$ cat config.mk
export PLATFORM = sky130hd
export DESIGN_NAME = map_sequencer
export DESIGN_NICKNAME = d
export VERILOG_FILES = /design/src/rtl/map_sequencer.sv
export SDC_FILE = /design/constraint.sdc
export NUM_CORES = 1
export LEC_CHECK = 0
export ABC_AREA = 1
export CAP_MARGIN = 20
export CORE_UTILIZATION = 40
export CTS_CLUSTER_DIAMETER = 80
export DETAILED_ROUTE_END_ITERATION = 10
export PLACE_DENSITY = 0.69
export RECOVER_POWER = 100
export SETUP_SLACK_MARGIN = 0.2
export SLEW_MARGIN = 20
export SYNTH_ARGS = -nofsm -noshare
export SYNTH_HDL_FRONTEND = slang
export SYNTH_SLANG_ARGS = --single-unit
$ cat constraint.sdc
create_clock -name clk -period 4.2 [get_ports clk]
set_clock_uncertainty 0.15 [all_clocks]
set_input_delay 0.63 -clock clk [delete_from_list [all_inputs] [get_ports clk]]
set_output_delay 0.63 -clock clk [all_outputs]
set_load 0.05 [all_outputs]
$ cat src/rtl/map_sequencer.sv
// map_sequencer: walks the subcarrier map RAM for one OFDM symbol and
// presents each entry (index + type code) on a valid/ready interface
// through a 2-entry skid buffer.
// Optional build macro MAP_SEQ_STATS_EN adds n_data / n_pilot counters.
module map_sequencer #(
  parameter int DEPHT_RAM = 10,
  parameter int FFTSIZE   = 1024,
  parameter int NUM_BW    = 6
) (
  input  logic                 clk,
  input  logic                 rst,
  input  logic                 start,
  input  logic [2:0]           bw_sel,
  input  logic                 abort,
  output logic                 busy,
  output logic [DEPHT_RAM-1:0] map_addr,
  output logic [2:0]           map_bw,
  input  logic [1:0]           map_dat,
  output logic                 sc_valid,
  input  logic                 sc_ready,
  output logic [DEPHT_RAM-1:0] sc_idx,
  output logic [1:0]           sc_type,
  output logic                 sc_last,
  output logic                 done,
  output logic                 err_bw
`ifdef MAP_SEQ_STATS_EN
  ,
  output logic [DEPHT_RAM:0]   n_data,
  output logic [DEPHT_RAM:0]   n_pilot
`endif
);

  localparam logic [DEPHT_RAM-1:0] LAST      = DEPHT_RAM'(FFTSIZE - 1);
  localparam logic [31:0]          NUM_BW_U  = 32'(NUM_BW);

  typedef enum logic [2:0] {IDLE, PRIME, RUN, DRAIN, DONE} state_t;

  state_t               state;

  // Address issued last cycle; its RAM data is on map_dat this cycle
  logic                 pend_vld;
  logic [DEPHT_RAM-1:0] pend_idx;

  // Second skid slot (the head slot is the sc_* output register set)
  logic                 b_vld;
  logic [DEPHT_RAM-1:0] b_idx;
  logic [1:0]           b_type;
  logic                 b_last;

  logic                 pop;
  logic                 flush;
  logic                 issue;
  logic                 addr_last;
  logic                 bw_legal;
  logic                 go;
  logic [1:0]           occ;

  // Handshake, credit and start qualification
  always_comb begin
    pop       = sc_valid & sc_ready;
    flush     = abort & (state != IDLE);
    bw_legal  = ({29'd0, bw_sel} < NUM_BW_U);
    go        = (state == IDLE) & start & ~abort;
    addr_last = (map_addr == LAST);
    // Occupancy at the end of this cycle; issuing is safe only if the data
    // arriving next cycle has a free slot even if nothing is popped then.
    occ       = {1'b0, sc_valid} + {1'b0, b_vld} + {1'b0, pend_vld} - {1'b0, pop};
    issue     = ~flush & ((state == PRIME) | ((state == RUN) & (occ <= 2'd1)));
  end

  // Control FSM: state, address generator and registered status outputs
  always_ff @(posedge clk or posedge rst) begin
    if (rst) begin
      state    <= IDLE;
      busy     <= 1'b0;
      done     <= 1'b0;
      err_bw   <= 1'b0;
      map_addr <= '0;
      map_bw   <= '0;
    end else begin
      done   <= 1'b0;
      err_bw <= 1'b0;
      if (flush) begin
        state    <= IDLE;
        busy     <= 1'b0;
        map_addr <= '0;
      end else begin
        if (issue && !addr_last)
          map_addr <= map_addr + DEPHT_RAM'(1);
        case (state)
          IDLE: begin
            if (go) begin
              if (bw_legal) begin
                map_bw   <= bw_sel;
                map_addr <= '0;
                state    <= PRIME;
                busy     <= 1'b1;
              end else begin
                err_bw <= 1'b1;
              end
            end
          end
          PRIME: state <= addr_last ? DRAIN : RUN;
          RUN: begin
            if (issue && addr_last)
              state <= DRAIN;
          end
          DRAIN: begin
            if (pop && sc_last) begin
              state <= DONE;
              done  <= 1'b1;
            end
          end
          DONE: begin
            state <= IDLE;
            busy  <= 1'b0;
          end
          default: begin
            state <= IDLE;
            busy  <= 1'b0;
          end
        endcase
      end
    end
  end

  // Read tagging and 2-entry skid buffer; head slot drives sc_* directly
  always_ff @(posedge clk or posedge rst) begin
    if (rst) begin
      pend_vld <= 1'b0;
      pend_idx <= '0;
      sc_valid <= 1'b0;
      sc_idx   <= '0;
      sc_type  <= '0;
      sc_last  <= 1'b0;
      b_vld    <= 1'b0;
      b_idx    <= '0;
      b_type   <= '0;
      b_last   <= 1'b0;
    end else if (flush) begin
      pend_vld <= 1'b0;
      sc_valid <= 1'b0;
      b_vld    <= 1'b0;
    end else begin
      pend_vld <= issue;
      if (issue)
        pend_idx <= map_addr;
      if (pop) begin
        // Head leaves: slot B (if any) moves up, new capture fills behind it
        if (b_vld) begin
          sc_idx   <= b_idx;
          sc_type  <= b_type;
          sc_last  <= b_last;
          b_vld    <= pend_vld;
          if (pend_vld) begin
            b_idx  <= pend_idx;
            b_type <= map_dat;
            b_last <= (pend_idx == LAST);
          end
        end else begin
          sc_valid <= pend_vld;
          if (pend_vld) begin
            sc_idx  <= pend_idx;
            sc_type <= map_dat;
            sc_last <= (pend_idx == LAST);
          end
        end
      end else if (pend_vld) begin
        if (!sc_valid) begin
          sc_valid <= 1'b1;
          sc_idx   <= pend_idx;
          sc_type  <= map_dat;
          sc_last  <= (pend_idx == LAST);
        end else begin
          b_vld  <= 1'b1;
          b_idx  <= pend_idx;
          b_type <= map_dat;
          b_last <= (pend_idx == LAST);
        end
      end
    end
  end

`ifdef MAP_SEQ_STATS_EN
  // Saturating counts of accepted data / pilot entries, cleared on start
  always_ff @(posedge clk or posedge rst) begin
    if (rst) begin
      n_data  <= '0;
      n_pilot <= '0;
    end else if (go && bw_legal) begin
      n_data  <= '0;
      n_pilot <= '0;
    end else if (pop) begin
      if (sc_type == 2'b01 && n_data != '1)
        n_data <= n_data + (DEPHT_RAM+1)'(1);
      if (sc_type == 2'b10 && n_pilot != '1)
        n_pilot <= n_pilot + (DEPHT_RAM+1)'(1);
    end
  end
`endif

endmodule

==> results.toml <==
[sta]
tightestPinTransition_ns = 1.68
final_hold_viol_count = 0
timing.final.crit_share_pct = 73.8
max_freq_ghz = 0.323
slew_violations = 73
fin_crit_ns = 3.10
rsz0062_at_grt = "false"
slew_headroom_pct = -12.0
tns_ns = 0
fin_hold_ws_ns = 0.336
setup_viol = 0

[pwr]
swShare_pct = 45.0
finalPower_w = 0.00284
combPwrFrac_pct = 45.0
pwr-share-clk_pct = 22.7
seq_power_share_pct = 32.3
intPower_w = 0.00156
ir_drop_mv = 0.397
p_sw_w = 0.00128
powerDensity_nw_per_um2 = 811
leakagePower_nw = 1.58

[cells_and_area]
fillers = 646
seq_area_um2 = 1450
fin_nets = 385
final_cells = 472
area_growth_pct = 22.7
multi_input_area_um2 = 1100
final_common_cell = "nand2_1"
antenna_cells = 0
final_cell_mix = "nand2_1, dfrtp_1, inv_1"
fin_util_pct = 51.3
drive_gt1_share_pct = 9.04

[floorplan]
die-area_um2 = 7480
die_h_um = 86.5
rows = 30
io_pins = 40
coreArea_um2 = 6830
dieWidth_um = 86.5
start_util_pct = 41.8

[worst_setup_path]
reg2reg_depth = 11
endpoint_kind = "register"
critPathBufInv = 1
crit_path_cell_trace = "dlygate4sd3_1, nand2_1, ha_1, ha_1, nand2_1, nand2_1, nand2_1, nand3_1, nand2_1, nand2_1, o21ai_0, o211ai_1"
arrival_ns = 3.16
path_delay_family = "simple AND/OR/NAND/NOR gates"
cp_slowest_stage_delay_ns = 0.59
crit_path_start = "sc_ready"
rrSetupSlack_ns = 1.52
worstSetupPathType = "primary input to register"
startpoint_type = "primary input"
reg2reg_to = "state[1]"
worst-endpoint-required_ns = 4.26
crit_end = "state[1]"
critPathMaxFanout = 18
cpMostUsedCell = "nand2_1"
crit_slowest_cell = "dlygate4sd3_1"
rr_startpoint = "sc_valid"
worstSetupPathDepth = 12

[synthesis]
synthArstFlopShare_pct = 100
synth-edff-count = 0
netlist_instances = 326
yosys-top-cells-area = "dfrtp_1, nand2_1, inv_1, nor2_1, o21ai_0"
yosysTopAreaCell = "dfrtp_1"
ys_seq_area_share_pct = 50.9
synthDistinctLibCells = 35
syn_avg_cell_area_um2 = 8.75
synth_top_area_share_pct = 50.9
synth_fp_nets = 340
synthFlopType = "dfrtp_1"
ys_warn_count = 0
synth-seq-cells = 58
syn-cell-area_um2 = 2850

[detailed_routing]
routed_wl_um = 5650
first_pass_iters = 4
drt-initial-drc-count = 95
remaining_drc_errors = 0
postRouteAntennaNets = 0
route.vias.total = 2240
routedWlPerCell_um = 12.0
viasPerCell = 4.75

[clocking]
insertion_delay_ns = 0.34
clockBufferDepth = 2
hold_buffers = 0
clkTransAtPathRegs_ns = 0.07
cts_buffers = 9
cts_tree = "done"
cts_resized = 0
root_buffer = "clkbuf_8"
cts.sinks = 58
cts_setup_buffers = 0
cts_max_level = 3

[grt]
antenna_found_initial = 0
grt_pass1_vias = 2156
grt_use_total_pct = 17.3
grt_pass1_wl_um = 10000
grt.overflow.total = 0
grt_max_degree = 46

[place]
gp_congestion = 0.808
hpwl_um = 3940
placed_cells = 456
place.port_buffers = 39

[worst_hold_path]
worstHoldPathType = "register to register"

[outcome]
violations = "max-capacitance violations, max-slew violations"
status = "finished with violations"

[job]
drv_cap = 2
## power groups by stage
| stage | Combinational (W) | Clock (W) | Sequential, W |
|---|---|---|---|
| floorplan | 0.000663 | 0 | 0.00130 |
| global placement | 0.00137 | 0 | 0.000928 |
| detailed placement | 0.00139 | 0 | 0.000934 |
| CTS | 0.00140 | 0.000659 | 0.000925 |
| global route | 0.00141 | 0.000685 | 0.000949 |
| finish | 0.00128 | 0.000645 | 0.000916 |
## Yosys cell counts, types with 3 or more instances
library cell / number
buf_2: 4
nand3_1: 9
o21ai_0: 20
xor2_1: 3
nor2_1: 36
a31oi_2: 6
nand4_1: 6
ha_1: 4
o21ai_1: 14
nor3_1: 3
a21oi_1: 5
dfrtp_1: 58
o211ai_1: 3
inv_1: 43
nand2_1: 79
a31oi_1: 8
## registers in the layout, indices dropped and copies added, names as in the netlist, 2 cells and up
signal and count:
sc_type 2, pend_idx 10, b_type 2, b_idx 10, state 3, map_addr 10, sc_idx 10, map_bw 3
## how the worst min path moves through the flow
stage	from	endpoint	slack, ns	cells past startpoint
2_1_floorplan	b_idx[0]	b_idx[0]	0.31	2
3_3_place_gp	b_idx[6]	b_idx[6]	0.32	2
3_5_place_dp	b_idx[3]	b_idx[3]	0.33	2
4_1_cts	b_idx[3]	b_idx[3]	0.35	2
5_1_grt	b_idx[4]	b_idx[4]	0.35	2
6_report	b_idx[0]	b_idx[0]	0.34	2
## per-stage QoR
| stage | cell area [um^2] | worst slack, ns |
|---|---|---|
| finish | 3500 | 1.10 |
| global route | 3500 | 0.814 |
| CTS | 3570 | 1.47 |
| detailed placement | 3320 | 1.11 |
| global placement | 3320 | 1.18 |
| floorplan | 2850 | 1.69 |
## worst reg2reg max path, cell delays in order, from the launching register on
cell      delay, ns
dfrtp_1        0.45
nand2_1        0.17
ha_1           0.32
ha_1           0.27
nand2_1        0.07
nand2_1        0.05
nand2_1        0.05
nand3_1        0.08
nand2_1        0.11
nand2_1        0.35
o21ai_0        0.36
o211ai_1       0.12
## final cells by class
class	instances	area share, %
Timing Repair Buffer	41	11.5
Multi-Input combinational cell	215	31.5
Sequential cell	58	41.4
Clock inverter	7	3.54
Inverter	46	5.11
Tap cell	96	3.43
Clock buffer	9	3.54
## routing by layer
metal / part of all wire (%) / up-vias / track usage, % / wire, um
met5: 0 / - / 0 / 0
met4: 0.80 / 0 / 5.00 / 45
met3: 4.6 / 5 / 5.43 / 257
met2: 46 / 52 / 27.8 / 2590
met1: 49 / 1034 / 22.5 / 2760
li1: - / 1149 / - / -
## cells by family after synthesis
logic type | count (synthesis) | synth area share [%]
buf+inv | 53 | 8.42
flops | 58 | 50.9
mux | 1 | 0.395
compound gates | 63 | 14.9
xor+xnor | 3 | 0.921
fa+ha+maj | 4 | 1.75
simple gates | 144 | 22.8
Note: power is estimated with default switching activity, not from simulation.
